**src/rtl/fmul_pkg.sv**
```systemverilog
// fmul_pkg: shared types and constants for the float_mult issue scheduler
package fmul_pkg;
   typedef enum logic [2:0] {
      S_IDLE, S_ISSUE, S_WAIT_LO, S_WAIT_HI, S_SETTLE, S_CAPTURE
   } state_e;
   localparam logic FP16 = 1'b0;
   localparam logic FP32 = 1'b1;
   localparam logic [31:0] FP32_INF = 32'h7f80_0000;
   localparam logic [15:0] FP16_INF = 16'h7c00;
   typedef struct packed {
      logic        typ;
      logic [31:0] a;
      logic [31:0] b;
   } req_t;
endpackage

```
**src/rtl/fmul_req_fifo.sv**
```systemverilog
// fmul_req_fifo: DEPTH x 65-bit {type,a,b} synchronous request FIFO
// Ports: push_i/data_i write side, pop_i/data_o read side (data_o shows head),
//        full_o/empty_o derived from a registered occupancy count.
module fmul_req_fifo
   import fmul_pkg::*;
#(
   parameter int DEPTH = 4
) (
   input  logic clk,
   input  logic rst_n,
   input  logic push_i,
   input  req_t data_i,
   input  logic pop_i,
   output req_t data_o,
   output logic full_o,
   output logic empty_o
);
   localparam int AW = $clog2(DEPTH);
   req_t          mem_q [DEPTH];
   logic [AW-1:0] wr_q, rd_q;
   logic [AW:0]   cnt_q;
   logic          do_push, do_pop;
   assign full_o  = cnt_q == (AW+1)'(DEPTH);
   assign empty_o = cnt_q == '0;
   assign do_push = push_i && !full_o;
   assign do_pop  = pop_i && !empty_o;
   assign data_o  = mem_q[rd_q];
   // pointers wrap naturally because DEPTH is a power of two
   always_ff @(posedge clk or negedge rst_n) begin
      if (!rst_n) begin
         wr_q  <= '0;
         rd_q  <= '0;
         cnt_q <= '0;
      end else begin
         wr_q  <= wr_q + AW'(do_push);
         rd_q  <= rd_q + AW'(do_pop);
         cnt_q <= cnt_q + (AW+1)'(do_push) - (AW+1)'(do_pop);
      end
   end
   always_ff @(posedge clk) begin
      if (do_push) mem_q[wr_q] <= data_i;
   end
endmodule

```
**src/rtl/fmul_issue_sched.sv**
```systemverilog
// fmul_issue_sched: buffers fp16/fp32 multiply requests and issues them one at a time to float_mult
// Ports: req_* valid/ready request channel, mul_* drive/observe float_mult,
//        rsp_* valid/ready response channel {type, data, {error,overflow}}.
module fmul_issue_sched
   import fmul_pkg::*;
#(
   parameter int DEPTH       = 4,
   parameter int BYPASS_WAIT = 3,
   parameter int SETTLE      = 1
) (
   input  logic        clk,
   input  logic        rst_n,
   input  logic        req_valid,
   output logic        req_ready,
   input  logic        req_type,
   input  logic [31:0] req_a,
   input  logic [31:0] req_b,
   output logic        mul_valid,
   input  logic        mul_ready,
   output logic        mul_type,
   output logic [31:0] mul_in1_32,
   output logic [31:0] mul_in2_32,
   output logic [15:0] mul_in1_16,
   output logic [15:0] mul_in2_16,
   input  logic [31:0] mul_out_32,
   input  logic [15:0] mul_out_16,
   input  logic        mul_ovf,
   input  logic        mul_err,
   output logic        rsp_valid,
   input  logic        rsp_ready,
   output logic        rsp_type,
   output logic [31:0] rsp_data,
   output logic [1:0]  rsp_flags
);
   localparam int CMAX = (BYPASS_WAIT > SETTLE) ? BYPASS_WAIT : SETTLE;
   localparam int CW   = $clog2(CMAX) + 1;
   state_e        state_q, state_d;
   logic [CW-1:0] cnt_q, cnt_d;
   req_t          head;
   logic          full, empty, pop, load;
   logic          typ_q;
   logic [31:0]   in1_32_q, in2_32_q;
   logic [15:0]   in1_16_q, in2_16_q;
   logic          rsp_valid_q, rsp_type_q;
   logic [31:0]   rsp_data_q;
   logic [1:0]    rsp_flags_q;
   fmul_req_fifo #(.DEPTH(DEPTH)) u_fifo (
      .clk     (clk),
      .rst_n   (rst_n),
      .push_i  (req_valid && !full),
      .data_i  ('{typ: req_type, a: req_a, b: req_b}),
      .pop_i   (pop),
      .data_o  (head),
      .full_o  (full),
      .empty_o (empty)
   );
   assign req_ready  = !full;
   assign mul_valid  = state_q == S_ISSUE;
   assign mul_type   = typ_q;
   assign mul_in1_32 = in1_32_q;
   assign mul_in2_32 = in2_32_q;
   assign mul_in1_16 = in1_16_q;
   assign mul_in2_16 = in2_16_q;
   assign rsp_valid  = rsp_valid_q;
   assign rsp_type   = rsp_type_q;
   assign rsp_data   = rsp_data_q;
   assign rsp_flags  = rsp_flags_q;
   // float_mult gives no completion strobe: a falling then rising mul_ready marks a
   // computed op, while mul_ready staying high for BYPASS_WAIT cycles marks a
   // special-value op whose result was valid right away.
   always_comb begin
      state_d = state_q;
      cnt_d   = cnt_q;
      pop     = 1'b0;
      load    = 1'b0;
      case (state_q)
         S_IDLE: begin
            if (!empty && mul_ready) begin
               pop     = 1'b1;
               state_d = S_ISSUE;
            end
         end
         S_ISSUE: begin
            state_d = S_WAIT_LO;
            cnt_d   = '0;
         end
         S_WAIT_LO: begin
            if (!mul_ready) state_d = S_WAIT_HI;
            else if (cnt_q == CW'(BYPASS_WAIT - 1)) begin
               state_d = S_SETTLE;
               cnt_d   = '0;
            end else cnt_d = cnt_q + CW'(1);
         end
         S_WAIT_HI: begin
            if (mul_ready) begin
               state_d = S_SETTLE;
               cnt_d   = '0;
            end
         end
         S_SETTLE: begin
            if (cnt_q == CW'(SETTLE - 1)) state_d = S_CAPTURE;
            else cnt_d = cnt_q + CW'(1);
         end
         S_CAPTURE: begin
            if (!rsp_valid_q || rsp_ready) begin
               load    = 1'b1;
               state_d = S_IDLE;
            end
         end
         default: state_d = S_IDLE;
      endcase
   end
   always_ff @(posedge clk or negedge rst_n) begin
      if (!rst_n) begin
         state_q <= S_IDLE;
         cnt_q   <= '0;
      end else begin
         state_q <= state_d;
         cnt_q   <= cnt_d;
      end
   end
   // operands are only reloaded on a pop, so they stay frozen for the whole op
   always_ff @(posedge clk or negedge rst_n) begin
      if (!rst_n) begin
         typ_q    <= FP16;
         in1_32_q <= '0;
         in2_32_q <= '0;
         in1_16_q <= '0;
         in2_16_q <= '0;
      end else if (pop) begin
         typ_q    <= head.typ;
         in1_32_q <= head.typ ? head.a : '0;
         in2_32_q <= head.typ ? head.b : '0;
         in1_16_q <= head.typ ? '0 : head.a[15:0];
         in2_16_q <= head.typ ? '0 : head.b[15:0];
      end
   end
   always_ff @(posedge clk or negedge rst_n) begin
      if (!rst_n) begin
         rsp_valid_q <= 1'b0;
         rsp_type_q  <= 1'b0;
         rsp_data_q  <= '0;
         rsp_flags_q <= '0;
      end else if (load) begin
         rsp_valid_q <= 1'b1;
         rsp_type_q  <= typ_q;
         rsp_data_q  <= typ_q ? mul_out_32 : {16'h0, mul_out_16};
         rsp_flags_q <= {mul_err, mul_ovf};
      end else if (rsp_ready) begin
         rsp_valid_q <= 1'b0;
      end
   end
endmodule
```
**config.mk**
```make
export PLATFORM = sky130hd
export DESIGN_NAME = fmul_issue_sched
export DESIGN_NICKNAME = d
export VERILOG_FILES = /design/src/rtl/fmul_pkg.sv /design/src/rtl/fmul_req_fifo.sv /design/src/rtl/fmul_issue_sched.sv
export SDC_FILE = /design/constraint.sdc
export NUM_CORES = 1
export LEC_CHECK = 0
export ABC_AREA = 1
export ABC_CLOCK_PERIOD_IN_PS = 5900
export CAP_MARGIN = 20
export CELL_PAD_IN_SITES_DETAIL_PLACEMENT = 0
export CELL_PAD_IN_SITES_GLOBAL_PLACEMENT = 2
export CORE_MARGIN = 2
export CORE_UTILIZATION = 30
export CTS_BUF_LIST = sky130_fd_sc_hd__clkbuf_16
export DETAILED_ROUTE_END_ITERATION = 10
export PLACE_DENSITY_LB_ADDON = 0.1
export RECOVER_POWER = 50
export SYNTH_ARGS = -nofsm -noshare
export SYNTH_HDL_FRONTEND = slang
export SYNTH_SLANG_ARGS = --single-unit
```
**constraint.sdc**
```tcl
create_clock -name clk -period 5.9 [get_ports clk]
set_clock_uncertainty 0.15 [all_clocks]
set_input_delay 1.18 -clock clk [delete_from_list [all_inputs] [get_ports clk]]
set_output_delay 1.18 -clock clk [all_outputs]
set_load 0.02 [all_outputs]
```
==> results of run 1 <==
layout make-up:
cell class | instances | area share, %
Sequential cell | 406 | 56.3
Multi-Input combinational cell | 837 | 18.9
Clock buffer | 48 | 5.90
Inverter | 22 | 0.436
Antenna cell | 2 | 0.0246
Tap cell | 688 | 4.23
Timing Repair Buffer | 271 | 13.1
Clock inverter | 40 | 1.13
power breakdown:
part,internal (mW),switching (mW),leakage (nW)
Combinational,1.49,2.57,3.13
Sequential,3.92,0.491,4.25
Clock,1.52,1.15,0.732
synthesized netlist by cell type (2+ instances only):
master and instances:
nand4_1 2, nand3_1 150, nand2_1 517, nor2_1 25, inv_1 20, buf_2 28, nor3_1 6, nor2_4 2
ha_1 7, nand2_2 2, o21ai_2 49, buf_6 10, a31oi_1 16, o21ai_0 44, buf_1 10, edfxtp_1 260
xor2_1 4, dfrtp_1 146, o21ai_1 7, clkbuf_1 26
worst register-to-register path, delay by kind of cell (launching register included):
family	cells	cell delay, ns
compound gates	1	0.21
buf+inv	2	1.26
flops	1	0.68
simple gates	3	0.96
per-stage QoR:
step           instances  hold WS (ns)
4_1_cts             2312         0.324
5_1_grt             2312         0.353
6_report            2314         0.317
3_3_place_gp        2224         0.305
2_1_floorplan       1339         0.320
3_5_place_dp        2224         0.311
path summary, 6_finish.rpt:
path | from | endpoint | slack, ns
worst max-delay path | rst_n | u_fifo.rd_q[1]$_DFF_PN0_ | 2.27
min in group asynchronous | rst_n | cnt_q[2]$_DFFE_PN0P_ | 0.43
max in group clk | req_valid | u_fifo.mem_q[2][53]$_DFFE_PP_ | 2.53
worst min-delay path | rsp_flags[1]$_DFFE_PN0P_ | rsp_flags[1]$_DFFE_PN0P_ | 0.32
worst min register to register | rsp_flags[1]$_DFFE_PN0P_ | rsp_flags[1]$_DFFE_PN0P_ | 0.32
worst max register to register | u_fifo.rd_q[0]$_DFF_PN0_ | mul_in2_32[0]$_DFFE_PN0N_ | 2.56
sequential cells by signal, indices dropped and copies added (netlist names):
register and flops:
rsp_data 32, u_fifo.rd_q 2, rsp_type 1, state_q 3, rsp_valid 1, u_fifo.wr_q 2, mul_in1_32 32, mul_in1_16 16
u_fifo.mem_q 260, mul_in2_32 32, rsp_flags 2, cnt_q 3, u_fifo.cnt_q 3, mul_in2_16 16, mul_type 1
cell families after synthesis:
kind of cell,Yosys count,synth area share (%)
AOI/OAI and AO/OA,119,5.12
DFF,406,72.7
buffers and inverters,96,2.98
xor gates and xnor gates,5,0.278
adders and majority gates,8,0.683
and+or+nand+nor,705,18.2
layer usage:
layer	global-route usage (%)	routed length, µm
met3	3.28	2380
met4	4.50	858
met2	25.4	19800
met5	0	41
met1	21.1	19400
==> flow_summary.json, run 1 <==
{
  "area.growth.synth_to_final_pct": 29.2,
  "holdCritPathClass": "register to register",
  "place_area_mm2": 0.0190,
  "power.density_cell_area_mw_per_mm2": 548,
  "floorplan.core_area_mm2": 0.0522,
  "synth.ff_latch_count": 406,
  "setup.worst_path.class": "input port to asynchronous set/reset pin",
  "yosysTopAreaCell": "edfxtp_1",
  "drc_violations_left": 0,
  "place.port_buffers": 254,
  "critPathRequiredTime_ns": 5.66,
  "track_usage_pct": 15.7,
  "syn-mean-instance-area_um2": 11.8,
  "worst_path_max_delay_cell": "clkbuf_2",
  "setup_violations": 0,
  "layout.cells.most_common_list": "517 x nand2_1, 260 x edfxtp_1, 185 x clkdlybuf4s50_1, 150 x nand3_1, 144 x dfrtp_1",
  "finish.net_count": 1713,
  "tightest_slew_ns": 2.25,
  "antenna_left": 0,
  "total_number_of_cells_along_the_worst_setup_path": 2,
  "io_pins": 255,
  "wire_per_inst_um": 18.3,
  "postCtsSetupRepairBufs": 0,
  "layout.cells.most_common": "nand2_1",
  "yosysSeqAreaShare_pct": 72.7,
  "timing.critical_path.cells": "buf_6, clkbuf_2",
  "wire_length_of_the_first_global_routing_pass_mm": 64.0,
  "mappedNetlistNets": 1467,
  "yosys.area.top_type_share_pct": 49.5,
  "design.die.area_mm2": 0.0544,
  "cpLargestDelayFamily": "buffers and inverters",
  "worst_hold_path.num_cells": 2,
  "postLayoutCoreUtil_pct": 39.0,
  "area_used_by_multi_input_combinational_logic_mm2": 0.00385,
  "reg2regPathDepth": 6,
  "die_x_um": 233,
  "post-route-period-util_pct": 61.5,
  "detailedPlace.worstSlack_ns": 1.97,
  "final_hold_viol_count": 0,
  "final_critical_path_setup_slack_ns": 2.27,
  "vias": 10400,
  "finalCriticalPeriod_ns": 3.63,
  "post-dp-hpwl_mm": 24.5,
  "synth_top_cells_by_area": "edfxtp_1 50%, dfrtp_1 23%, nand2_1 12%",
  "synthCells": 1339,
  "cp_data_arrival_time_ns": 3.39,
  "cap_viol_max_count": 4,
  "timing.critical_path.to_type": "asynchronous set/reset pin",
  "grt_setup_unrepaired": "no",
  "synth_cell_area_mm2": 0.0158,
  "maximum_number_of_pins_on_one_net_before_global_route_repair": 92,
  "power_mw": 11.2,
  "max_freq_mhz": 275,
  "synth_edf_count": 260,
  "tritoncts_sinks": 406,
  "cp_num_buf_inv": 2,
  "ys_types": 28,
  "htree_levels": 2,
  "first_global_vias": 10200,
  "number_of_warnings_issued_by_yosys": 0,
  "grt_antenna_before_repair": 11,
  "gp_routability_congestion": 0.722,
  "total_wirelength_mm": 42.4,
  "cts_buffers": 47,
  "tritonroute_pass_1_iters": 4,
  "row_count": 84,
  "viasPerCell": 4.48,
  "p_leak_nw": 8.11,
  "final.setup.tns_ns": 0,
  "fillerInstances": 5081,
  "violations_in_the_final_reports": "capacitance limit, slew limit",
  "die_h_um": 233,
  "floorplan.initialDensity_pct": 30.2,
  "clkTransAtPathRegs_ns": 0.06,
  "timing.final.max_slew_violations": 151,
  "design_area_mm2": 0.0204,
  "vdd.ir_drop.worst_v": 0.000205,
  "tritoncts": "yes",
  "grt-ovfl-total": 0,
  "synthArstFlopShare_pct": 36.0,
  "synth_ff_type": "edfxtp_1",
  "drt_iter0_drc": 562,
  "cts_root_buffer": "clkbuf_16",
  "critPathLaunchType": "input port",
  "clock_latency_ns": 0.57,
  "clockBufferDepth": 3,
  "crit_path_max_incr_delay_ns": 1.72,
  "postCtsResizedCells": 0,
  "cts_hold_buf": 0,
  "outcome": "complete, but fails checks",
  "post_route_cells_drive_above_1_share_pct": 8.93,
  "highest_net_fanout_along_the_worst_path": 80,
  "maxSlewHeadroom_pct": -49.8,
  "regArea_mm2": 0.0115
}
Power figures use the tool's default switching activity.
==> run 2, diff against run 1 <==
ABC_CLOCK_PERIOD_IN_PS = 3400   (was 5900)
clock period = 3.4 ns   (was 5.9 ns; I/O delays follow)
==> run 2 against run 1 <==
Net effect: the run still ends with capacitance limit, slew limit left; routed wire length up 0.74%; sequential cell count stayed put; via count increased by 0.86%.
==> flow_summary.json, run 2 (synthesis results as in run 1) <==
{
  "outcome": "complete, but fails checks",
  "violations_in_the_final_reports": "capacitance limit, slew limit",
  "track_usage_pct": 15.8,
  "gp_routability_congestion": 0.743,
  "area.growth.synth_to_final_pct": 30.4,
  "cp_data_arrival_time_ns": 3.07,
  "regArea_mm2": 0.0115,
  "cpLargestDelayFamily": "adder cells",
  "antenna_left": 0,
  "vias": 10500,
  "timing.critical_path.cells": "dlygate4sd3_1, nand2_1, nor2_1, ha_1, inv_1, ha_1, fa_1, xor2_1",
  "wire_length_of_the_first_global_routing_pass_mm": 64.7,
  "critical_path.reg2reg.endpoint": "u_fifo.mem_q[3][60]$_DFFE_PP_",
  "maximum_number_of_pins_on_one_net_before_global_route_repair": 113,
  "vdd.ir_drop.worst_v": 0.000389,
  "cts_root_buffer": "clkbuf_16",
  "floorplan.initialDensity_pct": 30.2,
  "timing.critical_path.to_type": "register",
  "setup.worst_path.class": "input port to register",
  "grt_setup_unrepaired": "no",
  "die_x_um": 233,
  "place.port_buffers": 254,
  "htree_levels": 2,
  "clkTransAtPathRegs_ns": 0.06,
  "fillerInstances": 5023,
  "crit_path_max_incr_delay_ns": 0.66,
  "p_leak_nw": 8.25,
  "cap_viol_max_count": 1,
  "post_route_cells_drive_above_1_share_pct": 9.00,
  "layout.cells.most_common": "nand2_1",
  "tightest_slew_ns": 1.59,
  "io_pins": 255,
  "tritoncts_sinks": 406,
  "total_wirelength_mm": 42.8,
  "design.die.area_mm2": 0.0544,
  "max_freq_mhz": 359,
  "setup_violations": 0,
  "worst_hold_path.num_cells": 2,
  "finalCriticalPeriod_ns": 2.79,
  "finish.net_count": 1725,
  "wire_per_inst_um": 18.4,
  "cts_buffers": 48,
  "drt_iter0_drc": 521,
  "hold_path_startpoint": "rsp_flags[0]$_DFFE_PN0P_",
  "timing.final.max_slew_violations": 56,
  "post-dp-hpwl_mm": 25.2,
  "power.density_cell_area_mw_per_mm2": 948,
  "die_h_um": 233,
  "drc_violations_left": 0,
  "min_to": "rsp_flags[0]$_DFFE_PN0P_",
  "critPathRequiredTime_ns": 3.69,
  "setup_slack_reg_to_reg_ns": 0.74,
  "row_count": 84,
  "maxSlewHeadroom_pct": -5.93,
  "grt_antenna_before_repair": 11,
  "final_hold_viol_count": 0,
  "first_global_vias": 10200,
  "tritoncts": "yes",
  "postCtsSetupRepairBufs": 0,
  "holdCritPathClass": "register to register",
  "floorplan.core_area_mm2": 0.0522,
  "holdWs_ns": 0.321,
  "reg2regPathDepth": 5,
  "critPathLaunchType": "input port",
  "r2r-start": "u_fifo.cnt_q[1]$_DFF_PN0_",
  "viasPerCell": 4.50,
  "grt-ovfl-total": 0,
  "postCtsResizedCells": 0,
  "clockBufferDepth": 3,
  "post-route-period-util_pct": 81.9,
  "area_used_by_multi_input_combinational_logic_mm2": 0.00385,
  "layout.cells.most_common_list": "517 x nand2_1, 260 x edfxtp_1, 187 x clkdlybuf4s50_1, 150 x nand3_1, 144 x dfrtp_1",
  "worst_path_max_delay_cell": "dlygate4sd3_1",
  "crit_top_cell": "ha_1",
  "tritonroute_pass_1_iters": 4,
  "top_register": "u_fifo.mem_q",
  "final.setup.tns_ns": 0,
  "cp_num_buf_inv": 2,
  "clock_latency_ns": 0.57,
  "largest_register_ff_count": 260,
  "highest_net_fanout_along_the_worst_path": 6
}
## run 2: cell count changes in the layout (fill, tap and decap cells not counted), sizes merged
cell,previous run,this run
buf,14,22
clkinv,28,21
dlygate4sd3,68,67
bufinv,1,2
clkinvlp,4,0
clkdlybuf4s50,185,187
clkbuf,52,54
inv,29,38
## run 2: through the flow
stage / cells / total power [mW] / util, % / cell area, µm² / setup slack, ns
final: 2324 / 19.5 / 39.4 / 20600 / 0.614
after detailed placement: 2234 / 15.2 / 36.7 / 19200 / 0.462
after CTS: 2322 / 20.0 / 39.5 / 20600 / 0.575
after floorplan: 1339 / 11.8 / - / 15800 / -0.599
after global placement: 2234 / 15.2 / 36.7 / 19200 / 0.457
after global routing: 2322 / 20.9 / 39.4 / 20600 / 0.275
## run 2: worst max path at each step
| stage | startpoint | endpoint | cells past startpoint |
|---|---|---|---|
| 4_1_cts | u_fifo.cnt_q[1]$_DFF_PN0_ | req_ready | 3 |
| 6_report | mul_ready | u_fifo.cnt_q[2]$_DFF_PN0_ | 8 |
| 2_1_floorplan | u_fifo.cnt_q[1]$_DFF_PN0_ | u_fifo.mem_q[0][0]$_DFFE_PP_ | 4 |
| 3_5_place_dp | mul_ready | u_fifo.cnt_q[2]$_DFF_PN0_ | 8 |
| 3_3_place_gp | mul_ready | u_fifo.cnt_q[2]$_DFF_PN0_ | 8 |
| 5_1_grt | rst_n | mul_in1_32[13]$_DFFE_PN0N_ | 3 |
## run 2: power by group
part | internal [mW] | leakage [nW] | switching (mW)
Sequential | 6.80 | 4.25 | 0.731
Clock | 2.70 | 0.769 | 1.98
Combinational | 2.71 | 3.23 | 4.59
## run 2: per-layer routing
| metal | wire, µm | vias to the layer above | track usage, % |
|---|---|---|---|
| met5 | 44 | - | 0 |
| met4 | 817 | 6 | 4.38 |
| met3 | 2030 | 66 | 3.04 |
| met2 | 20900 | 200 | 26.3 |
| met1 | 19000 | 5101 | 21.0 |
| li1 | - | 5089 | - |
## run 2: layout make-up
type	count	share of cell area (%)
repair buffers	282	13.9
inverters	22	0.432
clock inverters	39	1.10
clock buffers	48	5.84
well taps	688	4.19
multi-input cells	837	18.7
flip-flops and latches	406	55.8
diodes	2	0.0243
## run 2: worst reg2reg max path: cells and delay by family (launching register included)
kind | cells | cell delay, ns
buf+inv | 2 | 0.87
flops | 1 | 0.36
simple gates | 3 | 0.88
## run 2: what timing repair did
item | 4_1_cts | 5_1_grt
endpoints found under the setup margin | 0 | 0
hold buffers | 1 | 0
endpoints found under the hold margin | 53 | 0
